$ cat src/rtl/float_to_int.sv
// Multi-cycle IEEE-754 single to 32-bit integer converter (FCVT.W.S / FCVT.WU.S).
// stb/ack handshake on both sides, RISC-V rounding modes, saturation with NV/NX flags.
module float_to_int (
  input  logic        clk,
  input  logic        rst,
  input  logic [31:0] input_a,
  input  logic        input_a_stb,
  output logic        input_a_ack,
  input  logic [2:0]  rm,
  input  logic        is_unsigned,
  output logic [31:0] output_z,
  output logic        output_z_stb,
  input  logic        output_z_ack,
  output logic        flag_nv,
  output logic        flag_nx
);

  typedef enum logic [2:0] {GET_A, UNPACK, ALIGN, ROUND, PACK, PUT_Z} state_t;

  state_t             state_q;
  logic [31:0]        a_q;
  logic [2:0]         rm_q;
  logic               uns_q;
  logic               s_q, nan_q, inf_q, ovf_q;
  logic signed [9:0]  e_q;
  logic [23:0]        m_q;
  logic [32:0]        mag_q;
  logic               g_q, st_q;
  logic               ack_q, stb_q, nv_q, nx_q;
  logic [31:0]        z_q;

  logic [32:0]        mag_d;
  logic               g_d, st_d, ovf_d;
  logic [47:0]        shr;
  logic [4:0]         sh;
  logic               inc;
  logic [31:0]        z_d, max_pos, max_neg;
  logic               nv_d, nx_d;

  // Right shifts place the mantissa above a 24-bit fraction field so guard and
  // sticky fall out of the same shifter; e=-1 is simply a 24-bit shift.
  always_comb begin
    mag_d = '0;
    g_d   = 1'b0;
    st_d  = 1'b0;
    ovf_d = 1'b0;
    shr   = '0;
    sh    = '0;
    if (e_q < -10'sd1) begin
      st_d = |m_q;
    end else if (e_q <= 10'sd23) begin
      sh    = 5'(10'sd23 - e_q);
      shr   = {m_q, 24'd0} >> sh;
      mag_d = {9'd0, shr[47:24]};
      g_d   = shr[23];
      st_d  = |shr[22:0];
    end else if (e_q <= 10'sd31) begin
      sh    = 5'(e_q - 10'sd23);
      mag_d = {9'd0, m_q} << sh;
    end else begin
      ovf_d = 1'b1;
    end
  end

  always_comb begin
    case (rm_q)
      3'b001:  inc = 1'b0;
      3'b010:  inc = s_q & (g_q | st_q);
      3'b011:  inc = ~s_q & (g_q | st_q);
      3'b100:  inc = g_q;
      default: inc = g_q & (st_q | mag_q[0]);
    endcase
  end

  always_comb begin
    max_pos = uns_q ? 32'hFFFF_FFFF : 32'h7FFF_FFFF;
    max_neg = uns_q ? 32'h0000_0000 : 32'h8000_0000;
    z_d  = '0;
    nv_d = 1'b1;
    nx_d = 1'b0;
    if (nan_q)                                        z_d = max_pos;
    else if ((inf_q | ovf_q) & ~s_q)                  z_d = max_pos;
    else if (inf_q | ovf_q)                           z_d = max_neg;
    else if (~uns_q & ~s_q & (mag_q > 33'h0_7FFF_FFFF)) z_d = 32'h7FFF_FFFF;
    else if (~uns_q &  s_q & (mag_q > 33'h0_8000_0000)) z_d = 32'h8000_0000;
    else if ( uns_q & ~s_q & (mag_q > 33'h0_FFFF_FFFF)) z_d = 32'hFFFF_FFFF;
    else if ( uns_q &  s_q & (mag_q != '0))           z_d = '0;
    else begin
      z_d  = s_q ? -mag_q[31:0] : mag_q[31:0];
      nv_d = 1'b0;
      nx_d = g_q | st_q;
    end
  end

  always_ff @(posedge clk) begin
    if (rst) begin
      state_q <= GET_A;
      ack_q   <= 1'b0;
      stb_q   <= 1'b0;
      z_q     <= '0;
      nv_q    <= 1'b0;
      nx_q    <= 1'b0;
    end else begin
      case (state_q)
        GET_A: begin
          ack_q <= 1'b1;
          if (input_a_stb && ack_q) begin
            a_q     <= input_a;
            rm_q    <= rm;
            uns_q   <= is_unsigned;
            ack_q   <= 1'b0;
            state_q <= UNPACK;
          end
        end
        UNPACK: begin
          s_q     <= a_q[31];
          e_q     <= $signed({2'b00, a_q[30:23]}) - 10'sd127;
          m_q     <= {|a_q[30:23], a_q[22:0]};
          nan_q   <= (&a_q[30:23]) & (|a_q[22:0]);
          inf_q   <= (&a_q[30:23]) & ~(|a_q[22:0]);
          state_q <= ALIGN;
        end
        ALIGN: begin
          mag_q   <= mag_d;
          g_q     <= g_d;
          st_q    <= st_d;
          ovf_q   <= ovf_d;
          state_q <= ROUND;
        end
        ROUND: begin
          mag_q   <= mag_q + {32'd0, inc};
          state_q <= PACK;
        end
        PACK: begin
          z_q     <= z_d;
          nv_q    <= nv_d;
          nx_q    <= nx_d;
          stb_q   <= 1'b1;
          state_q <= PUT_Z;
        end
        PUT_Z: begin
          if (output_z_ack) begin
            stb_q   <= 1'b0;
            ack_q   <= 1'b1;
            state_q <= GET_A;
          end
        end
        default: state_q <= GET_A;
      endcase
    end
  end

  assign input_a_ack  = ack_q;
  assign output_z_stb = stb_q;
  assign output_z     = z_q;
  assign flag_nv      = nv_q;
  assign flag_nx      = nx_q;

endmodule

$ cat config.mk
export PLATFORM = sky130hd
export DESIGN_NAME = float_to_int
export DESIGN_NICKNAME = d
export VERILOG_FILES = /design/src/rtl/float_to_int.sv
export SDC_FILE = /design/constraint.sdc
export NUM_CORES = 1
export LEC_CHECK = 0
export ABC_AREA = 1
export CAP_MARGIN = 20
export CORE_UTILIZATION = 45
export CTS_BUF_LIST = sky130_fd_sc_hd__clkbuf_4
export DETAILED_ROUTE_END_ITERATION = 10
export MAX_ROUTING_LAYER = met4
export PLACE_DENSITY = 0.75
export SYNTH_ARGS = -nofsm -noshare
export SYNTH_HDL_FRONTEND = slang
export SYNTH_SLANG_ARGS = --single-unit
export TNS_END_PERCENT = 20
$ cat constraint.sdc
create_clock -name clk -period 5.6 [get_ports clk]
set_input_delay 1.12 -clock clk [delete_from_list [all_inputs] [get_ports clk]]
set_output_delay 1.12 -clock clk [all_outputs]
set_load 0.02 [all_outputs]
==> impl_metrics.env, run 1 <==
export IMPL_status="finished, final reports clean"
export IMPL_design_core_area_mm2=0.0242
export IMPL_fin_skew_ps=52.8
export IMPL_finalHoldViolCount=0
export IMPL_grt_overflow=0
export IMPL_final_cell_mix="531 x nand2_1, 166 x nand3_1, 131 x o21ai_0"
export IMPL_grt_start_max_net_pins=38
export IMPL_start_util_pct=45.7
export IMPL_power_frac_comb_pct=46.4
export IMPL_synthMuxAreaShare_pct=0.0903
export IMPL_yosys_warnings=0
export IMPL_r2r_start="e_q[1]$_DFFE_PP_"
export IMPL_power_density_mw_per_mm2=343
export IMPL_drt_pre_antenna_iters=7
export IMPL_setup_viol=0
export IMPL_crit_path_cell_trace="buf_4 -> ha_1 -> clkinv_1 -> o21ai_0 -> o21ai_0 -> o22ai_1 -> nor2_1 -> o21ai_0 -> nand2_1"
export IMPL_clk_pin_slew_ps=150
export IMPL_cts_setup_buffers=0
export IMPL_hp_class="reg -> reg"
export IMPL_synth_edf_count=108
export IMPL_finalInstanceArea_mm2=0.0121
export IMPL_synth_compound_area_share_pct=14.9
export IMPL_drt_first_iter_violations=1254
export IMPL_critPathLaunch="e_q[1]$_DFFE_PP_"
export IMPL_synthSimpleGateAreaFrac_pct=36.8
export IMPL_area_growth_pct=9.34
export IMPL_pwr_share_clk_pct=15.8
export IMPL_cp_start_kind="flop"
export IMPL_clk_latency_ps=600
export IMPL_power_internal_uw=2230
export IMPL_ant_nets=0
export IMPL_grt_antenna_before_repair=1
export IMPL_cts_root_buf="clkbuf_4"
export IMPL_cts_tree="yes"
export IMPL_grt_pass1_vias=10100
export IMPL_grt_pass1_wl_um=54500
export IMPL_cts_sinks=147
export IMPL_placedInstanceArea_mm2=0.0118
export IMPL_ys_async_sr_fraction_pct=0
export IMPL_drive_gt1_share_pct=8.46
export IMPL_drc_errors=0
export IMPL_fp_dieW_um=159
export IMPL_avgRoutedWirePerCell_um=17.2
export IMPL_nets=1668
export IMPL_slowest_delay_ps=760
export IMPL_place_gp_congestion=0.951
export IMPL_leakage_uw=0.00503
export IMPL_synth_xor_area_share_pct=2.61
export IMPL_swShare_pct=46.3
export IMPL_dieArea_mm2=0.0253
export IMPL_power_switching_uw=1930
export IMPL_seq_area_frac_synth_pct=36.3
export IMPL_rsz0062_at_grt="no"
export IMPL_synthAdderAreaFrac_pct=1.02
export IMPL_holdBufCountCts=0
export IMPL_totalWireLength_um=33700
export IMPL_path_class="reg -> reg"
export IMPL_vias=11100
export IMPL_crit_arrival_ps=3880
export IMPL_numCtsBuffers=17
export IMPL_die_h_um=159
export IMPL_yosysUniqueCellTypes=55
export IMPL_cp_required_ps=5940
export IMPL_cts_resized=0
export IMPL_io_buffers=75
export IMPL_slew_viol_final=0
export IMPL_syn_inst=1594
export IMPL_synth_area_mm2=0.0111
export IMPL_synth_main_ff_cell="edfxtp_1"
export IMPL_drv_cap=0
export IMPL_cp_slowest_cell="ha_1"
export IMPL_final_common_cell="nand2_1"
export IMPL_grt_usage_pct=28.0
export IMPL_cts_path_max_buffers=2
export IMPL_endpoint_kind="flop"
export IMPL_place_hpwl_um=26000
export IMPL_cp_max_fo=28
export IMPL_tightest_slew_ps=1010
export IMPL_num_rows=57
export IMPL_ys_ff_latch=147
export IMPL_synth_area_per_cell_um2=6.96
export IMPL_htreeDepth=4
export IMPL_syn_num_nets=1643
export IMPL_min_period_ps=3550
export IMPL_fmax_mhz=282
export IMPL_min_from="a_q[31]$_DFFE_PP_"
export IMPL_synth_top_family_by_area="simple AND/OR/NAND/NOR gates"
export IMPL_vdd_ir_drop_max_v=0.000161
export IMPL_cp_common_cell="o21ai_0"
export IMPL_setup_tns_ps=0
export IMPL_via_per_inst=5.66
export IMPL_fin_crit_sh_pct=63.4
export IMPL_p_seq_share_pct=37.7
export IMPL_pin_count=76
export IMPL_slew_headroom_pct=32.7
final timing paths:
kind | to | slack (ps) | cells after the start
min reg2reg | s_q$_DFFE_PP_ | 440 | 0
min | s_q$_DFFE_PP_ | 440 | 0
max | mag_q[18]$_DFFE_PP_ | 2050 | 9
max reg2reg | mag_q[18]$_DFFE_PP_ | 2050 | 9
power by group through the flow:
stage               clock network [uW]  registers [uW]  logic, uW
floorplan                            0            1640       1270
global placement                     0            1580       1880
detailed placement                   0            1590       1880
CTS                                670            1570       1890
global route                       716            1590       2150
finish                             659            1570       1930
cells in the mapped netlist (6+ instances only):
library cell / count / area, um2
ha_1: 9 / 113
o21ai_1: 7 / 35.0
xor2_1: 30 / 263
nor2_4: 6 / 67.6
nor2_2: 14 / 87.6
o21a_1: 7 / 52.6
nor4_1: 13 / 81.3
buf_4: 12 / 90.1
edfxtp_1: 108 / 3240
o21ai_2: 15 / 131
nand2_1: 531 / 1990
o211ai_1: 16 / 120
buf_2: 21 / 105
o21ai_0: 131 / 656
dfxtp_1: 39 / 781
buf_6: 18 / 203
inv_1: 90 / 338
nand3_1: 166 / 831
nor2_1: 126 / 473
nand2_2: 6 / 37.5
and2_1: 6 / 37.5
a21oi_1: 59 / 295
inv_2: 12 / 45.0
nor3_1: 28 / 140
clkbuf_1: 28 / 105
a21oi_2: 15 / 131
a31oi_1: 9 / 56.3
nand4_1: 18 / 113
cell families (layout without fill, tap and decap cells):
group / Yosys count / in the layout
buffers and inverters: 190 / 228
AOI/OAI and AO/OA: 278 / 278
xor gates and xnor gates: 33 / 33
DFF: 147 / 147
other: 0 / 1
and+or+nand+nor: 936 / 936
adders and majority gates: 9 / 9
muxes: 1 / 1
metal layers:
metal	vias to the layer above	part of all wire, %	global-route usage, %
li1	5419	-	-
met1	5137	47	39.6
met2	476	44	42.2
met3	47	7.6	4.22
met4	0	1.6	6.03
met5	-	0	-
final cells by class:
type | count | area [um2]
Inverter | 105 | 395
Fill cell | 2495 | 12100
Clock inverter | 15 | 121
Tap cell | 324 | 405
Sequential cell | 147 | 4020
Clock buffer | 17 | 128
Timing Repair Buffer | 91 | 886
Antenna cell | 1 | 2.50
Multi-Input combinational cell | 1257 | 6160
state kept, by name (all words and copies together) (netlist names), 3 cells and up:
signal / flops
mag_q: 33
a_q: 32
output_z: 32
m_q: 24
e_q: 9
rm_q: 3
state_q: 3
through the flow:
step	hold WS (ps)	util [%]	instances	power (uW)	setup WS, ps
2_1_floorplan	400	-	1594	2910	1240
3_3_place_gp	405	48.8	1922	3460	2130
3_5_place_dp	405	48.8	1922	3470	2030
4_1_cts	437	49.9	1954	4130	2130
5_1_grt	441	50.0	1957	4460	1650
6_report	437	50.0	1957	4160	2050
worst max-delay path, delay by kind of cell (launching register included):
| kind | cells | cell delay (ps) |
|---|---|---|
| buffers and inverters | 2 | 960 |
| and+or+nand+nor | 2 | 160 |
| adders and majority gates | 1 | 760 |
| DFF | 1 | 400 |
| AOI/OAI and AO/OA | 4 | 1040 |
Note: power is estimated with default switching activity, not from simulation.
==> run 2: changes to the inputs <==
--- a/config.mk
+++ b/config.mk
@@ -11,7 +11,7 @@
 export CTS_BUF_LIST = sky130_fd_sc_hd__clkbuf_4
 export DETAILED_ROUTE_END_ITERATION = 10
 export MAX_ROUTING_LAYER = met4
-export PLACE_DENSITY = 0.75
+export PLACE_DENSITY = 0.77
 export SYNTH_ARGS = -nofsm -noshare
 export SYNTH_HDL_FRONTEND = slang
 export SYNTH_SLANG_ARGS = --single-unit
==> constraint.sdc (replaced) <==
create_clock -name clk -period 3.25 [get_ports clk]
set_input_delay 0.65 -clock clk [delete_from_list [all_inputs] [get_ports clk]]
set_output_delay 0.65 -clock clk [all_outputs]
set_load 0.02 [all_outputs]
==> run 2 against run 1 <==
  * Wire length is 1.8% lower
  * Die area stayed put
  * Total power is 75% higher
  * Final cell count is 0.92% higher
  * Critical endpoint is now mag_q[30]$_DFFE_PP_
  * Sequential share of layout area is 0.40 points lower
  * Combinational power is 75% higher
  * Worst hold slack better by 23 ps
  * Register-to-register slack worse by 1700 ps
==> impl_metrics.env, run 2 (synthesis gave the netlist of run 1 again) <==
export IMPL_status="finished, final reports clean"
export IMPL_avgRoutedWirePerCell_um=16.8
export IMPL_path_class="reg -> reg"
export IMPL_fp_dieW_um=159
export IMPL_final_common_cell="nand2_1"
export IMPL_drive_gt1_share_pct=9.41
export IMPL_finalHoldViolCount=0
export IMPL_grt_pass1_wl_um=53500
export IMPL_holdBufCountCts=0
export IMPL_num_rows=57
export IMPL_htreeDepth=4
export IMPL_hp_class="reg -> reg"
export IMPL_fillCellCount=2471
export IMPL_grt_antenna_before_repair=1
export IMPL_clk_latency_ps=590
export IMPL_numCtsBuffers=17
export IMPL_totalWireLength_um=33100
export IMPL_tightest_slew_ps=795
export IMPL_io_buffers=75
export IMPL_drt_pre_antenna_iters=7
export IMPL_fin_crit_sh_pct=88.9
export IMPL_drt_first_iter_violations=1150
export IMPL_cp_max_fo=6
export IMPL_dieArea_mm2=0.0253
export IMPL_start_util_pct=45.7
export IMPL_place_hpwl_um=25700
export IMPL_vias=11100
export IMPL_cp_start_kind="flop"
export IMPL_clk_pin_slew_ps=160
export IMPL_final_cell_mix="531 x nand2_1, 166 x nand3_1, 131 x o21ai_0"
export IMPL_cts_root_buf="clkbuf_4"
export IMPL_whs_path_depth=0
export IMPL_endpoint_kind="flop"
export IMPL_regMostFlops="mag_q"
export IMPL_r2r_slack_ps=360
export IMPL_pin_count=76
export IMPL_reg2reg_depth=16
export IMPL_drc_errors=0
export IMPL_area_growth_pct=10.7
export IMPL_die_h_um=159
export IMPL_grt_usage_pct=27.4
export IMPL_holdPathEnd="m_q[2]$_DFFE_PP_"
export IMPL_grt_start_max_net_pins=37
export IMPL_setup_tns_ps=0
export IMPL_power_uw=7300
export IMPL_cts_sinks=147
export IMPL_slew_headroom_pct=46.9
export IMPL_min_from="a_q[2]$_DFFE_PP_"
export IMPL_via_per_inst=5.60
export IMPL_place_gp_congestion=1.01
export IMPL_cp_required_ps=3590
export IMPL_r2r_end="mag_q[30]$_DFFE_PP_"
export IMPL_grt_pass1_vias=10200
export IMPL_fin_skew_ps=30.3
export IMPL_power_density_mw_per_mm2=595
export IMPL_slew_viol_final=0
export IMPL_crit_arrival_ps=3230
export IMPL_critPathLaunch="mag_q[0]$_DFFE_PP_"
export IMPL_largest_reg_flops=33
export IMPL_nets=1684
export IMPL_r2r_start="mag_q[0]$_DFFE_PP_"
export IMPL_ant_nets=0
export IMPL_setup_viol=0
export IMPL_grt_overflow=0
export IMPL_fmax_mhz=346
export IMPL_rsz0062_at_grt="no"
export IMPL_leakage_uw=0.00512
export IMPL_cts_tree="yes"
export IMPL_vdd_ir_drop_max_v=0.000280
export IMPL_min_period_ps=2890
export IMPL_drv_cap=0
export IMPL_design_core_area_mm2=0.0242
export IMPL_cts_path_max_buffers=2
-- run 2: stage by stage --
| stage | cells | cell area, um2 | hold slack (ps) | utilization [%] | setup WS (ps) |
|---|---|---|---|---|---|
| after detailed placement | 1937 | 12000 | 428 | 49.3 | 363 |
| after CTS | 1969 | 12200 | 459 | 50.5 | 304 |
| after global placement | 1937 | 12000 | 420 | 49.3 | 490 |
| after global routing | 1975 | 12300 | 477 | 50.6 | 30.2 |
| after floorplan | 1594 | 11100 | 400 | - | -611 |
| final | 1975 | 12300 | 460 | 50.6 | 362 |
-- run 2: cell type report --
type	instances	area [um2]	share of cell area, %
sequential	147	4020	32.8
multi-input combinational	1257	6170	50.3
clock inverter	15	149	1.21
clock buffer	17	128	1.04
timing repair buffer	107	991	8.07
antenna	3	7.51	0.0612
inverter	105	395	3.22
tap	324	405	3.30
-- run 2: timing repair --
item / in CTS / in global routing
setup endpoints to repair: 0 / 4
gates resized for setup: 0 / 1
buffers inserted: 0 / 3
-- run 2: how the worst max path moves through the flow --
| stage | end | slack (ps) | depth (start not counted) |
|---|---|---|---|
| 2_1_floorplan | e_q[0]$_DFFE_PP_ | -610 | 3 |
| 3_3_place_gp | mag_q[30]$_DFFE_PP_ | 490 | 16 |
| 3_5_place_dp | mag_q[30]$_DFFE_PP_ | 360 | 16 |
| 4_1_cts | mag_q[30]$_DFFE_PP_ | 300 | 16 |
| 5_1_grt | mag_q[26]$_DFFE_PP_ | 30 | 16 |
| 6_report | mag_q[30]$_DFFE_PP_ | 360 | 16 |
-- run 2: critical path: stages (launching register included) --
cell      delay [ps]
edfxtp_1         460
o21ai_0          110
o21ai_0           90
o311ai_0         160
nand2_1           90
ha_1             190
ha_1             180
inv_1             80
nor2_4           150
nand2_1          130
nor2_4           170
nand2_1          110
nor2_2           130
nand2_1           90
nor3_2           190
nor3b_1          230
o22ai_1          110
-- run 2: per-layer routing --
metal	vias up	global-route usage (%)	routed length (um)
li1	5447	-	-
met1	5123	36.9	15000
met2	424	42.1	14900
met3	62	4.90	2530
met4	0	7.69	743
met5	-	-	0
-- run 2: where the power goes --
| group | switching, uW | total (uW) | internal (uW) |
|---|---|---|---|
| registers | 272 | 2700 | 2430 |
| clock network | 825 | 1230 | 401 |
| logic | 2250 | 3370 | 1130 |
